File: src/rtl/filters_pkg.sv
// Shared helpers for the filters datapath: rail-code construction and shift clamping.
package filters_pkg;

   // Positive rail of a w-bit two's complement code: 0 followed by all ones.
   function automatic logic [31:0] rail_pos(input int w);
      return (32'd1 << (w - 1)) - 32'd1;
   endfunction

   // Negative rail of a w-bit two's complement code: 1 followed by all zeros.
   function automatic logic [31:0] rail_neg(input int w);
      return 32'd1 << (w - 1);
   endfunction

   function automatic int max_shift(input int iw, input int ow);
      return ow - iw;
   endfunction

   function automatic int unsigned clamp_shift(input int unsigned sh, input int unsigned max_sh);
      return (sh > max_sh) ? max_sh : sh;
   endfunction

endpackage

File: src/rtl/filters_pipe_stage.sv
// Valid/ready register slice without skid buffer; ready passes straight through from downstream.
module filters_pipe_stage #(
   parameter int W = 8
) (
   input  logic         clk,
   input  logic         rst_n,
   input  logic         in_valid_i,
   output logic         in_ready_o,
   input  logic [W-1:0] in_data_i,
   output logic         out_valid_o,
   input  logic         out_ready_i,
   output logic [W-1:0] out_data_o
);
   logic         valid_q;
   logic [W-1:0] data_q;
   logic         load;

   assign load        = !valid_q || out_ready_i;
   assign in_ready_o  = load;
   assign out_valid_o = valid_q;
   assign out_data_o  = data_q;

   always_ff @(posedge clk or negedge rst_n) begin
      if (!rst_n) begin
         valid_q <= 1'b0;
         data_q  <= '0;
      end else if (load) begin
         valid_q <= in_valid_i;
         if (in_valid_i) data_q <= in_data_i;
      end
   end
endmodule

File: src/rtl/filters_expand.sv
// Widening stage: sign-extend, clamp-shift left, flag and count rail codes.
// Optional macro FILTERS_EXPAND_ROUND_EN sets the half-LSB bit on non-rail shifted samples.
module filters_expand
   import filters_pkg::*;
#(
   parameter int IW   = 9,
   parameter int OW   = 16,
   parameter int SHW  = 3,
   parameter int CNTW = 16
) (
   input  logic            clk,
   input  logic            rst_n,
   input  logic [SHW-1:0]  shift_i,
   input  logic            clear_i,
   input  logic            in_valid,
   output logic            in_ready,
   input  logic [IW-1:0]   in_data,
   output logic            out_valid,
   input  logic            out_ready,
   output logic [OW-1:0]   out_data,
   output logic            out_clip,
   output logic [CNTW-1:0] clip_cnt
);
   localparam int            MAX_SHIFT = max_shift(IW, OW);
   localparam logic [IW-1:0] RAIL_POS  = IW'(rail_pos(IW));
   localparam logic [IW-1:0] RAIL_NEG  = IW'(rail_neg(IW));
   localparam int            S1W       = SHW + 1 + OW;
   localparam int            S2W       = 1 + OW;
   localparam logic [CNTW-1:0] CNT_MAX = '1;

   logic           in_rail;
   logic [SHW-1:0] shift_eff;
   logic [OW-1:0]  in_ext;

   assign in_rail   = (in_data == RAIL_POS) || (in_data == RAIL_NEG);
   assign shift_eff = SHW'(clamp_shift(32'(shift_i), 32'(MAX_SHIFT)));
   assign in_ext    = {{(OW-IW){in_data[IW-1]}}, in_data};

   logic           s1_valid;
   logic           s2_in_ready;
   logic [S1W-1:0] s1_payload;

   filters_pipe_stage #(.W(S1W)) u_s1 (
      .clk         (clk),
      .rst_n       (rst_n),
      .in_valid_i  (in_valid),
      .in_ready_o  (in_ready),
      .in_data_i   ({shift_eff, in_rail, in_ext}),
      .out_valid_o (s1_valid),
      .out_ready_i (s2_in_ready),
      .out_data_o  (s1_payload)
   );

   logic [SHW-1:0] s1_shift;
   logic           s1_rail;
   logic [OW-1:0]  s1_ext;
   logic [OW-1:0]  shifted;

   assign s1_shift = s1_payload[S1W-1 -: SHW];
   assign s1_rail  = s1_payload[OW];
   assign s1_ext   = s1_payload[OW-1:0];

   // The clamp guarantees the shift never pushes significant bits past the MSB.
   always_comb begin
      shifted = s1_ext << s1_shift;
`ifdef FILTERS_EXPAND_ROUND_EN
      if ((s1_shift != '0) && !s1_rail)
         shifted = shifted | ((OW'(1) << s1_shift) >> 1);
`endif
   end

   logic [S2W-1:0] s2_payload;

   filters_pipe_stage #(.W(S2W)) u_s2 (
      .clk         (clk),
      .rst_n       (rst_n),
      .in_valid_i  (s1_valid),
      .in_ready_o  (s2_in_ready),
      .in_data_i   ({s1_rail, shifted}),
      .out_valid_o (out_valid),
      .out_ready_i (out_ready),
      .out_data_o  (s2_payload)
   );

   assign out_clip = s2_payload[OW];
   assign out_data = s2_payload[OW-1:0];

   logic            count_ev;
   logic [CNTW-1:0] clip_cnt_q;
   logic [CNTW-1:0] clip_cnt_d;

   assign count_ev = in_valid && in_ready && in_rail;

   // Clear wins, but a rail transfer in the same cycle is still counted.
   always_comb begin
      clip_cnt_d = clip_cnt_q;
      if (clear_i)
         clip_cnt_d = count_ev ? CNTW'(1) : '0;
      else if (count_ev && (clip_cnt_q != CNT_MAX))
         clip_cnt_d = clip_cnt_q + 1'b1;
   end

   always_ff @(posedge clk or negedge rst_n) begin
      if (!rst_n) clip_cnt_q <= '0;
      else        clip_cnt_q <= clip_cnt_d;
   end

   assign clip_cnt = clip_cnt_q;
endmodule
File: config.mk
export PLATFORM = sky130hd
export DESIGN_NAME = filters_expand
export DESIGN_NICKNAME = d
export VERILOG_FILES = /design/src/rtl/filters_pkg.sv /design/src/rtl/filters_pipe_stage.sv /design/src/rtl/filters_expand.sv
export SDC_FILE = /design/constraint.sdc
export NUM_CORES = 1
export LEC_CHECK = 0
export BUFFER_PORTS_ARGS = -buffer_cell sky130_fd_sc_hd__buf_2
export CORE_UTILIZATION = 30
export CTS_BUF_LIST = sky130_fd_sc_hd__clkbuf_16
export DETAILED_ROUTE_END_ITERATION = 10
export GPL_TIMING_DRIVEN = 0
export PLACE_DENSITY = 0.52
export SYNTH_ARGS = -nofsm -noshare
export SYNTH_HDL_FRONTEND = slang
export SYNTH_SLANG_ARGS = --single-unit
export TNS_END_PERCENT = 5
File: constraint.sdc
create_clock -name clk -period 2.6 [get_ports clk]
set_input_delay 0.39 -clock clk [delete_from_list [all_inputs] [get_ports clk]]
set_output_delay 0.39 -clock clk [all_outputs]
set_load 0.005 [all_outputs]
==> impl_metrics.env <==
export IMPL_endpoint="clip_cnt[5]"
export IMPL_use_met2_pct=20.7
export IMPL_clockPowerShare_pct=32.0
export IMPL_io_pins=52
export IMPL_grt_pass1_vias=1935
export IMPL_drc_errors=0
export IMPL_synth_area_per_cell_um2=10.0
export IMPL_post_dp_cell_area_um2=2810
export IMPL_syn_area_um2=2430
export IMPL_vdd_drop_max_mv=0.318
export IMPL_die_width_um=92.0
export IMPL_crit_start="clip_cnt[0]"
export IMPL_track_usage_pct=13.9
export IMPL_p_int_mw=1.38
export IMPL_cts_inserted_buffers=5
export IMPL_use_met3_pct=2.32
export IMPL_rsz0062_at_grt="false"
export IMPL_grt_ovfl_total=0
export IMPL_power_density_nw_per_um2=647
export IMPL_p_leak_nw=1.31
export IMPL_fp_row_count=32
export IMPL_critPathLaunchType="flop"
export IMPL_hold_violations=0
export IMPL_rr_worst_depth=8
export IMPL_hp_class="in -> async"
export IMPL_yosys_register_bits=48
export IMPL_cts_root_buffer="clkbuf_16"
export IMPL_reg2reg_slack_ps=310
export IMPL_power_frac_seq_pct=47.3
export IMPL_setup_tns_final_ps=0
export IMPL_cts_max_level=2
export IMPL_drive_gt1_share_pct=28.9
export IMPL_r2r_start="clip_cnt[0]"
export IMPL_nNetsFinal=318
export IMPL_cts_tree="done"
export IMPL_switching_share_pct=27.9
export IMPL_end_kind="flop"
export IMPL_relSlewSlack_pct=29.5
export IMPL_synth_seq_area_share_pct=49.4
export IMPL_final_antenna_net_count=0
export IMPL_async_reset_ff_share_pct=100
export IMPL_power_frac_comb_pct=20.8
export IMPL_antennaDiodeCount=0
export IMPL_postSynthCellCount=242
export IMPL_critPathMaxFanout=10
export IMPL_clock_path_buffers=2
export IMPL_cts_sinks=48
export IMPL_clock_skew_ps=5.29
export IMPL_crit_required_ps=2770
export IMPL_core_area_um2=7770
export IMPL_firstDrtPassIters=4
export IMPL_initialDrtViolationCount=71
export IMPL_status="finished, final reports clean"
export IMPL_grt_antenna_before_repair=0
export IMPL_die_h_um=92.0
export IMPL_place_hpwl_mm=4.09
export IMPL_drv_cap=0
export IMPL_critical_path_class="reg -> reg"
export IMPL_met1_usage_pct=20.0
export IMPL_totalWireLength_mm=5.49
export IMPL_worstPathCellList="ha_1, nand3_1, or4_1, clkbuf_1, nor2_1, buf_2, nor4b_1, mux2_2"
export IMPL_ys_types=36
export IMPL_slew_viol_final=0
export IMPL_setup_viol=0
export IMPL_cts_setup_buffers=0
export IMPL_timing_final_crit_share_pct=87.9
export IMPL_fmax_mhz=438
export IMPL_synth_area_leaders="dfrtp_1, mux2_2, a21oi_1"
export IMPL_grt_pass1_wl_mm=9.40
export IMPL_synth_edff_count=0
export IMPL_wire_per_inst_um=13.6
export IMPL_cpPeakStageDelay_ps=430
export IMPL_synth_nets=260
export IMPL_clk_pin_slew_ps=60
export IMPL_grt_max_degree=49
export IMPL_yosysTopAreaCell="dfrtp_1"
export IMPL_yosys_warnings=0
export IMPL_p_switching_mw=0.533
export IMPL_cp_slowest_cell="dfrtp_1"
export IMPL_start_util_pct=31.3
export IMPL_portBuffers=51
export IMPL_synth_top_flop_cell="dfrtp_1"
export IMPL_grt_busiest_layer="met2"
export IMPL_period_needed_ps=2290
export IMPL_num_vias=1988
export IMPL_synth_top_area_share_pct=49.4
export IMPL_rr_endpoint="clip_cnt[5]"
export IMPL_areaGrowthSynthToFinish_pct=21.6
export IMPL_die_area_um2=8460
export IMPL_fin_area_um2=2960
export IMPL_clk_latency_ps=280
export IMPL_tightest_slew_ps=1060
export IMPL_gp_congestion=0.798
export IMPL_viasPerCell=4.93
export IMPL_worstPathArrival_ps=2460
cell usage after synthesis (2+ instances only):
master	number
o31ai_1	8
clkbuf_1	11
nor2b_1	5
inv_1	4
nor4_1	3
o21ai_0	17
dfrtp_1	48
nor2_1	19
nor3_1	3
o41ai_1	2
a21oi_1	20
or4_1	7
a211oi_1	3
nand3_1	5
mux2i_1	10
nand2b_1	7
mux2_2	23
nand4_1	5
or3_1	3
nand2_1	23
power groups by stage:
stage          Clock (mW)  Combinational, mW  Sequential (mW)
2_1_floorplan           0              0.238            0.915
3_3_place_gp            0              0.399            0.914
3_5_place_dp            0              0.401            0.919
4_1_cts             0.637              0.403            0.905
5_1_grt             0.658              0.450            0.920
6_report            0.611              0.397            0.904
how the worst min path moves through the flow:
| stage | to | depth (start not counted) |
|---|---|---|
| floorplan | clip_cnt[0] | 0 |
| global placement | u_s2.out_data_o[14] | 2 |
| detailed placement | u_s2.out_data_o[0] | 2 |
| CTS | u_s1.out_valid_o | 2 |
| global route | u_s1.out_data_o[18] | 2 |
| finish | u_s2.out_data_o[4] | 1 |
metal layers:
metal / wire length (um) / up-vias
met5: 0 / -
met3: 223 / 4
met1: 2870 / 944
met2: 2320 / 45
met4: 70 / 0
li1: - / 995
cells in the final DEF (no fill, tap or decap), types with 2 or more instances in the layout:
cell type,instances
clkbuf_16,5
nand2_1,23
nor3_1,3
a211oi_1,3
o31ai_1,8
clkbuf_1,11
clkinv_2,2
inv_1,4
buf_2,52
nor2b_1,5
o41ai_1,2
nor2_1,19
nand2b_1,7
nor4_1,3
a21oi_1,20
nand3_1,5
o21ai_0,17
or3_1,3
nand4_1,5
mux2i_1,10
or4_1,7
dfrtp_1,48
mux2_2,23
through the flow:
stage | total power, mW | utilization [%] | std cells | setup slack (ps) | hold slack, ps
2_1_floorplan | 1.15 | - | 242 | 513 | 94.4
3_3_place_gp | 1.31 | 36.2 | 395 | 199 | 461
3_5_place_dp | 1.32 | 36.2 | 395 | 232 | 464
4_1_cts | 1.94 | 38.0 | 403 | 225 | 320
5_1_grt | 2.03 | 38.0 | 403 | 82.9 | 336
6_report | 1.91 | 38.0 | 403 | 314 | 303
critical path, delay by kind of cell (launching register included):
kind	cells	cell delay (ps)
buf+inv	2	490
mux	1	370
flops	1	430
simple gates	4	630
fa+ha+maj	1	250
cells by family (layout without fill, tap and decap cells):
family | count (synthesis) | in the layout | share of synthesized area, %
AND/OR/NAND/NOR | 86 | 86 | 18.3
AO/OA/AOI/OAI | 56 | 56 | 13.8
flip-flops | 48 | 48 | 49.4
multiplexers | 33 | 33 | 14.8
buffers and inverters | 18 | 77 | 3.14
adder cells (fa/ha/maj) | 1 | 1 | 0.515
sequential cells by signal (all words and copies together), names as in the netlist:
signal            flops
clip_cnt             16
u_s1.out_data_o      13
u_s1.out_valid_o      1
u_s2.out_data_o      17
u_s2.out_valid_o      1
final cells by class:
class                      instances  area (um2)
sequential                        48        1200
clock buffer                       5         125
multi-input combinational        176        1160
inverter                           4        15.0
timing repair buffer              51         255
buffer                            14        61.3
fill                             820        4810
tap                              102         128
clock inverter                     3        13.8
timing repair:
action | CTS | global route
endpoints found under the setup margin | 0 | 2
hold endpoints to repair | 0 | 0
hold buffers | 0 | 0
gates resized for setup | 0 | 1
(Power assumes the default switching activity.)
